==> src/rtl/cpu_pkg.sv <==
// Shared types and sizes for the single-cycle RISC-V core and its boot loader.
// The state enum is used by the instruction-memory boot loader FSM.
package cpu_pkg;

    localparam int XLEN        = 32;
    localparam int IMEM_DEPTH  = 64;
    localparam int IMEM_ADDR_W = 6;

    typedef enum logic [2:0] {
        IDLE,
        LEN_LO,
        LEN_HI,
        DATA,
        WRITE,
        DONE,
        ERR
    } state_e;

endpackage

==> src/rtl/byte_packer.sv <==
// Assembles four accepted bytes into a little-endian word; word is valid while word_last is high.
// Zero latency on the final byte; never stalls, the caller gates accept.
module byte_packer
    import cpu_pkg::*;
(
    input  logic            clk,
    input  logic            rst_n,
    input  logic            clr,
    input  logic            accept,
    input  logic [7:0]      byte_dat,
    output logic [XLEN-1:0] word,
    output logic            word_last
);

    logic [1:0]  lane_q, lane_d;
    logic [23:0] asm_q, asm_d;

    always_comb begin
        lane_d = lane_q;
        asm_d  = asm_q;
        if (clr) begin
            lane_d = 2'd0;
        end else if (accept) begin
            lane_d = lane_q + 2'd1;
            case (lane_q)
                2'd0:    asm_d[7:0]   = byte_dat;
                2'd1:    asm_d[15:8]  = byte_dat;
                2'd2:    asm_d[23:16] = byte_dat;
                default: asm_d        = asm_q;
            endcase
        end
    end

    always_ff @(posedge clk or negedge rst_n) begin
        if (!rst_n) begin
            lane_q <= 2'd0;
            asm_q  <= 24'd0;
        end else begin
            lane_q <= lane_d;
            asm_q  <= asm_d;
        end
    end

    // The top byte bypasses the register so the word is complete in the accepting cycle.
    assign word_last = accept && (lane_q == 2'd3);
    assign word      = {byte_dat, asm_q};

endmodule

==> src/rtl/imem_boot_loader.sv <==
// Loads a length-prefixed little-endian byte stream into instruction memory and holds the CPU
// in reset until a complete image is written; one bubble per word while the write is issued.
module imem_boot_loader
    import cpu_pkg::*;
#(
    parameter int DEPTH  = IMEM_DEPTH,
    parameter int ADDR_W = IMEM_ADDR_W
) (
    input  logic            clk,
    input  logic            rst_n,
    input  logic            start,
    input  logic            byte_valid,
    input  logic [7:0]      byte_data,
    output logic            byte_ready,
    output logic            mem_we,
    output logic [XLEN-1:0] mem_addr,
    output logic [XLEN-1:0] mem_wdata,
    output logic            cpu_hold,
    output logic            busy,
    output logic            done,
    output logic            err
);

    state_e            state_q, state_d;
    logic [ADDR_W-1:0] cnt_q, cnt_d;
    logic [15:0]       len_q, len_d;
    logic [XLEN-1:0]   addr_q, addr_d;
    logic [XLEN-1:0]   wdata_q, wdata_d;

    logic              xfer;
    logic              idle_like;
    logic              more_words;
    logic              bad_len;
    logic [15:0]       len_hdr;
    logic              word_last;
    logic [XLEN-1:0]   word;

    assign xfer       = byte_valid && byte_ready;
    assign idle_like  = (state_q == IDLE) || (state_q == DONE) || (state_q == ERR);
    assign len_hdr    = {byte_data, len_q[7:0]};
    assign bad_len    = (len_hdr == 16'd0) || (len_hdr > 16'(DEPTH));
    assign more_words = (17'(cnt_q) + 17'd1) < {1'b0, len_q};

    byte_packer u_packer (
        .clk       (clk),
        .rst_n     (rst_n),
        .clr       (start && idle_like),
        .accept    (xfer && (state_q == DATA)),
        .byte_dat  (byte_data),
        .word      (word),
        .word_last (word_last)
    );

    always_ff @(posedge clk or negedge rst_n) begin
        if (!rst_n) begin
            state_q <= IDLE;
        end else begin
            state_q <= state_d;
        end
    end

    always_comb begin
        state_d = state_q;
        case (state_q)
            IDLE, DONE, ERR: if (start) state_d = LEN_LO;
            LEN_LO:          if (xfer) state_d = LEN_HI;
            LEN_HI:          if (xfer) state_d = bad_len ? ERR : DATA;
            DATA:            if (word_last) state_d = WRITE;
            WRITE:           state_d = more_words ? DATA : DONE;
            default:         state_d = IDLE;
        endcase
    end

    always_comb begin
        byte_ready = (state_q == LEN_LO) || (state_q == LEN_HI) || (state_q == DATA);
        mem_we     = (state_q == WRITE);
        busy       = (state_q == LEN_LO) || (state_q == LEN_HI) ||
                     (state_q == DATA)   || (state_q == WRITE);
        done       = (state_q == DONE);
        err        = (state_q == ERR);
        cpu_hold   = (state_q != DONE);
    end

    // The counter only advances when another word follows, so it stays within DEPTH-1.
    always_comb begin
        cnt_d   = cnt_q;
        len_d   = len_q;
        addr_d  = addr_q;
        wdata_d = wdata_q;
        if (start && idle_like) begin
            cnt_d = '0;
        end
        if ((state_q == LEN_LO) && xfer) begin
            len_d = {8'h00, byte_data};
        end
        if ((state_q == LEN_HI) && xfer) begin
            len_d = len_hdr;
        end
        if (word_last) begin
            addr_d  = XLEN'({cnt_q, 2'b00});
            wdata_d = word;
        end
        if ((state_q == WRITE) && more_words) begin
            cnt_d = cnt_q + ADDR_W'(1);
        end
    end

    always_ff @(posedge clk or negedge rst_n) begin
        if (!rst_n) begin
            cnt_q   <= '0;
            len_q   <= 16'd0;
            addr_q  <= '0;
            wdata_q <= '0;
        end else begin
            cnt_q   <= cnt_d;
            len_q   <= len_d;
            addr_q  <= addr_d;
            wdata_q <= wdata_d;
        end
    end

    assign mem_addr  = addr_q;
    assign mem_wdata = wdata_q;

endmodule

==> config.mk <==
export PLATFORM = sky130hd
export DESIGN_NAME = imem_boot_loader
export DESIGN_NICKNAME = d
export VERILOG_FILES = /design/src/rtl/cpu_pkg.sv /design/src/rtl/byte_packer.sv /design/src/rtl/imem_boot_loader.sv
export SDC_FILE = /design/constraint.sdc
export NUM_CORES = 1
export LEC_CHECK = 0
export ABC_AREA = 1
export BUFFER_PORTS_ARGS = -buffer_cell sky130_fd_sc_hd__buf_2
export CAP_MARGIN = 20
export CORE_MARGIN = 2
export CORE_UTILIZATION = 49
export DETAILED_ROUTE_END_ITERATION = 8
export PLACE_DENSITY = 0.81
export SLEW_MARGIN = 20
export SYNTH_ARGS = -nofsm -noshare
export SYNTH_HDL_FRONTEND = slang
export SYNTH_SLANG_ARGS = --single-unit
==> constraint.sdc <==
create_clock -name clk -period 2.1 [get_ports clk]
set_input_delay 0.42 -clock clk [delete_from_list [all_inputs] [get_ports clk]]
set_output_delay 0.42 -clock clk [all_outputs]
set_load 0.005 [all_outputs]
==> metrics.yaml <==
floorplanning:
  die_h_um: 94.7
  core_sq_mm: 0.00809
  rows: 33
  initial_core_util_pct: 49.8
  ios: 82
  chipWidth_um: 94.7
  fp.dieArea_sq_mm: 0.00897
logic_synthesis:
  async_flop_share_pct: 100
  synth_top_area_share_pct: 55.2
  synth_cell_types: 26
  synth_edf_count: 0
  netlist_area_sq_mm: 0.00403
  synth-seq-area-share_pct: 55.2
  synth.area.top_cells: "dfrtp_1, nand2_1, o21ai_0, buf_4, inv_1"
  syn_inst: 469
  synth.most_common_cell: "nand2_1"
  ys_seq_elements: 89
  yosys.area.top_type: "dfrtp_1"
  yosysWarnings: 0
  avgSynthCellArea_sq_um: 8.60
  synth_top_flop_cell: "dfrtp_1"
  synth_common_cells: "nand2_1, dfrtp_1, inv_1, o21ai_0, buf_4"
drt:
  wirelength_mm: 9.05
  first_iter_violations: 359
  wl_per_cell_um: 13.9
  first_pass_iters: 6
  via_per_inst: 5.04
  post-route-drc-count: 0
  postRouteAntennaNets: 0
  vias: 3277
min_path:
  hp-class: "in2async"
placed_design:
  dp_hpwl_mm: 6.03
  portBuffers: 55
  gp_routability_congestion: 0.995
  dp_slack_ps: 5.75
pwr:
  peakVddDrop_mv: 0.637
  p_per_area_mw_per_mm2: 1090
  leakagePower_nw: 2.65
sta:
  period_share_pct: 101
  whs_ps: -1.89
  fin_skew_ps: 11.5
  timing.final.ws_setup_ps: -12.5
  finalHoldViolations: 4
  min_period_ps: 2110
  slew_headroom_pct: 47.5
  fmax_mhz: 473
  setup_viol: 2
  finalMaxSlewViolations: 0
  tightest_slew_ps: 783
  rsz0062_at_grt: "yes"
setup_path:
  crit_path_start_kind: "flip-flop"
  cp.required_ps: 2410
  worstSetupPathType: "reg2reg"
  crit_path_end_kind: "flip-flop"
  crit_fanout: 6
  arrival_ps: 2420
  regToRegSetupSlack_ps: -10
cells_and_area:
  finalNetCount: 563
  diodes: 0
  syn_to_final_growth_pct: 16.2
  finalCoreUtilization_pct: 57.9
  drive_gt1_share_pct: 20.2
clock_tree:
  clkLatencyLatePin_ps: 380
  htree_levels: 3
  clock_sinks: 89
  cts_tree: "done"
  cts.hold.buffers_added: 0
  clkTransAtPathRegs_ps: 100
  cts-root-buf: "clkbuf_8"
  clock_path_buffers: 2
  cts_made_buffers: 9
global_routing:
  grt_use_total_pct: 21.1
  first_global_vias: 3091
  grt-ovfl-total: 0
  antenna_found_initial: 0
  grt_pass1_wl_mm: 14.4
  grt_max_degree: 42
status:
  violations: "hold timing, setup timing"
  status: "finished, violations left"
run:
  max_cap_viol_count: 0
[repair_timing]
item / 4_1_cts / 5_1_grt
endpoints found under the setup margin: 6 / 7
setup buffers: 1 / 2
resized for setup: 1 / 16
pin swaps: 0 / 9
endpoints found under the hold margin: 0 / 0
[final timing paths]
kind,startpoint,endpoint,cells past startpoint
min in group clk,start,u_packer.lane_q[0]$_DFFE_PN0P_,4
max,cnt_q[1]$_DFFE_PN0P_,cnt_q[5]$_DFFE_PN0P_,14
max reg2reg,cnt_q[1]$_DFFE_PN0P_,cnt_q[5]$_DFFE_PN0P_,14
min,rst_n,mem_wdata[2]$_DFFE_PN0P_,1
min reg2reg,mem_wdata[7]$_DFFE_PN0P_,mem_wdata[7]$_DFFE_PN0P_,2
max in group asynchronous,rst_n,cnt_q[1]$_DFFE_PN0P_,2
[area by class of cell]
type | count | area (sq um)
fill | 706 | 3410
sequential | 89 | 2230
multi-input combinational | 320 | 1520
timing repair buffer | 72 | 422
inverter | 48 | 180
tap | 105 | 131
clock buffer | 9 | 124
clock inverter | 7 | 77.6
[per-stage QoR]
step	hold WS [ps]	TNS, ps	area (sq um)	cells	power (mW)
final	-1.89	-17.3	4680	650	5.11
after detailed placement	418	0	4400	631	3.79
after global placement	413	0	4400	631	3.69
after floorplan	124	0	4130	494	3.37
after CTS	7.83	0	4610	648	5.02
after global routing	28.0	-554	4680	650	5.46
[sequential cells by signal, indices dropped and copies added (netlist names)]
| name | count |
|---|---|
| u_packer.lane_q | 2 |
| mem_wdata | 32 |
| mem_addr | 6 |
| u_packer.asm_q | 24 |
| cnt_q | 6 |
| state_q | 3 |
| len_q | 16 |
[logic make-up (layout without fill, tap and decap cells)]
| kind of cell | after synthesis | in the layout | synth area share, % |
|---|---|---|---|
| fa+ha+maj | 11 | 11 | 3.41 |
| simple gates | 218 | 218 | 21.7 |
| compound gates | 61 | 61 | 8.04 |
| buf+inv | 85 | 136 | 10.6 |
| xor+xnor | 4 | 4 | 0.869 |
| flops | 89 | 89 | 55.2 |
| other cells | 1 | 26 | 0.0930 |
[cells in the final DEF, fill, tap and decap left out, drive strengths merged]
cell | netlist | routed
and3 | 1 | 1
nand3 | 13 | 13
o22ai | 8 | 8
dfrtp | 89 | 89
o21ai | 47 | 47
nand2 | 177 | 177
nor3 | 2 | 2
buf | 32 | 72
clkbuf | 5 | 9
clkinv | 1 | 2
xor2 | 4 | 4
o21a | 1 | 1
nand4 | 4 | 4
clkinvlp | 0 | 3
inv | 47 | 49
conb | 1 | 26
nor2 | 21 | 21
a21oi | 4 | 4
ha | 11 | 11
o21bai | 1 | 1
bufinv | 0 | 1
[power by group]
group          internal [mW]  leakage (nW)  total, mW  switching (mW)
logic                  0.568          1.36       1.47           0.898
registers               2.13          1.20       2.42           0.292
clock network          0.560        0.0938       1.22           0.659
[layer usage]
layer  global-route usage [%]  wire [um]
met1                     26.6       3840
met2                     33.9       4470
met3                     4.07        528
met4                     12.6        223
met5                        0          0
[critical path, stage by stage (launching register included)]
cell     delay [ps]
dfrtp_2         460
ha_4            190
nand4_1         130
nor2_1           70
ha_1            310
inv_2            50
nor2_4          110
and3_1          150
nand2_1          70
nand2_2          70
nand2_2          50
nand2_2         110
buf_6           130
nand3_1          90
nand2_1          80
Note: power is estimated with default switching activity, not from simulation.
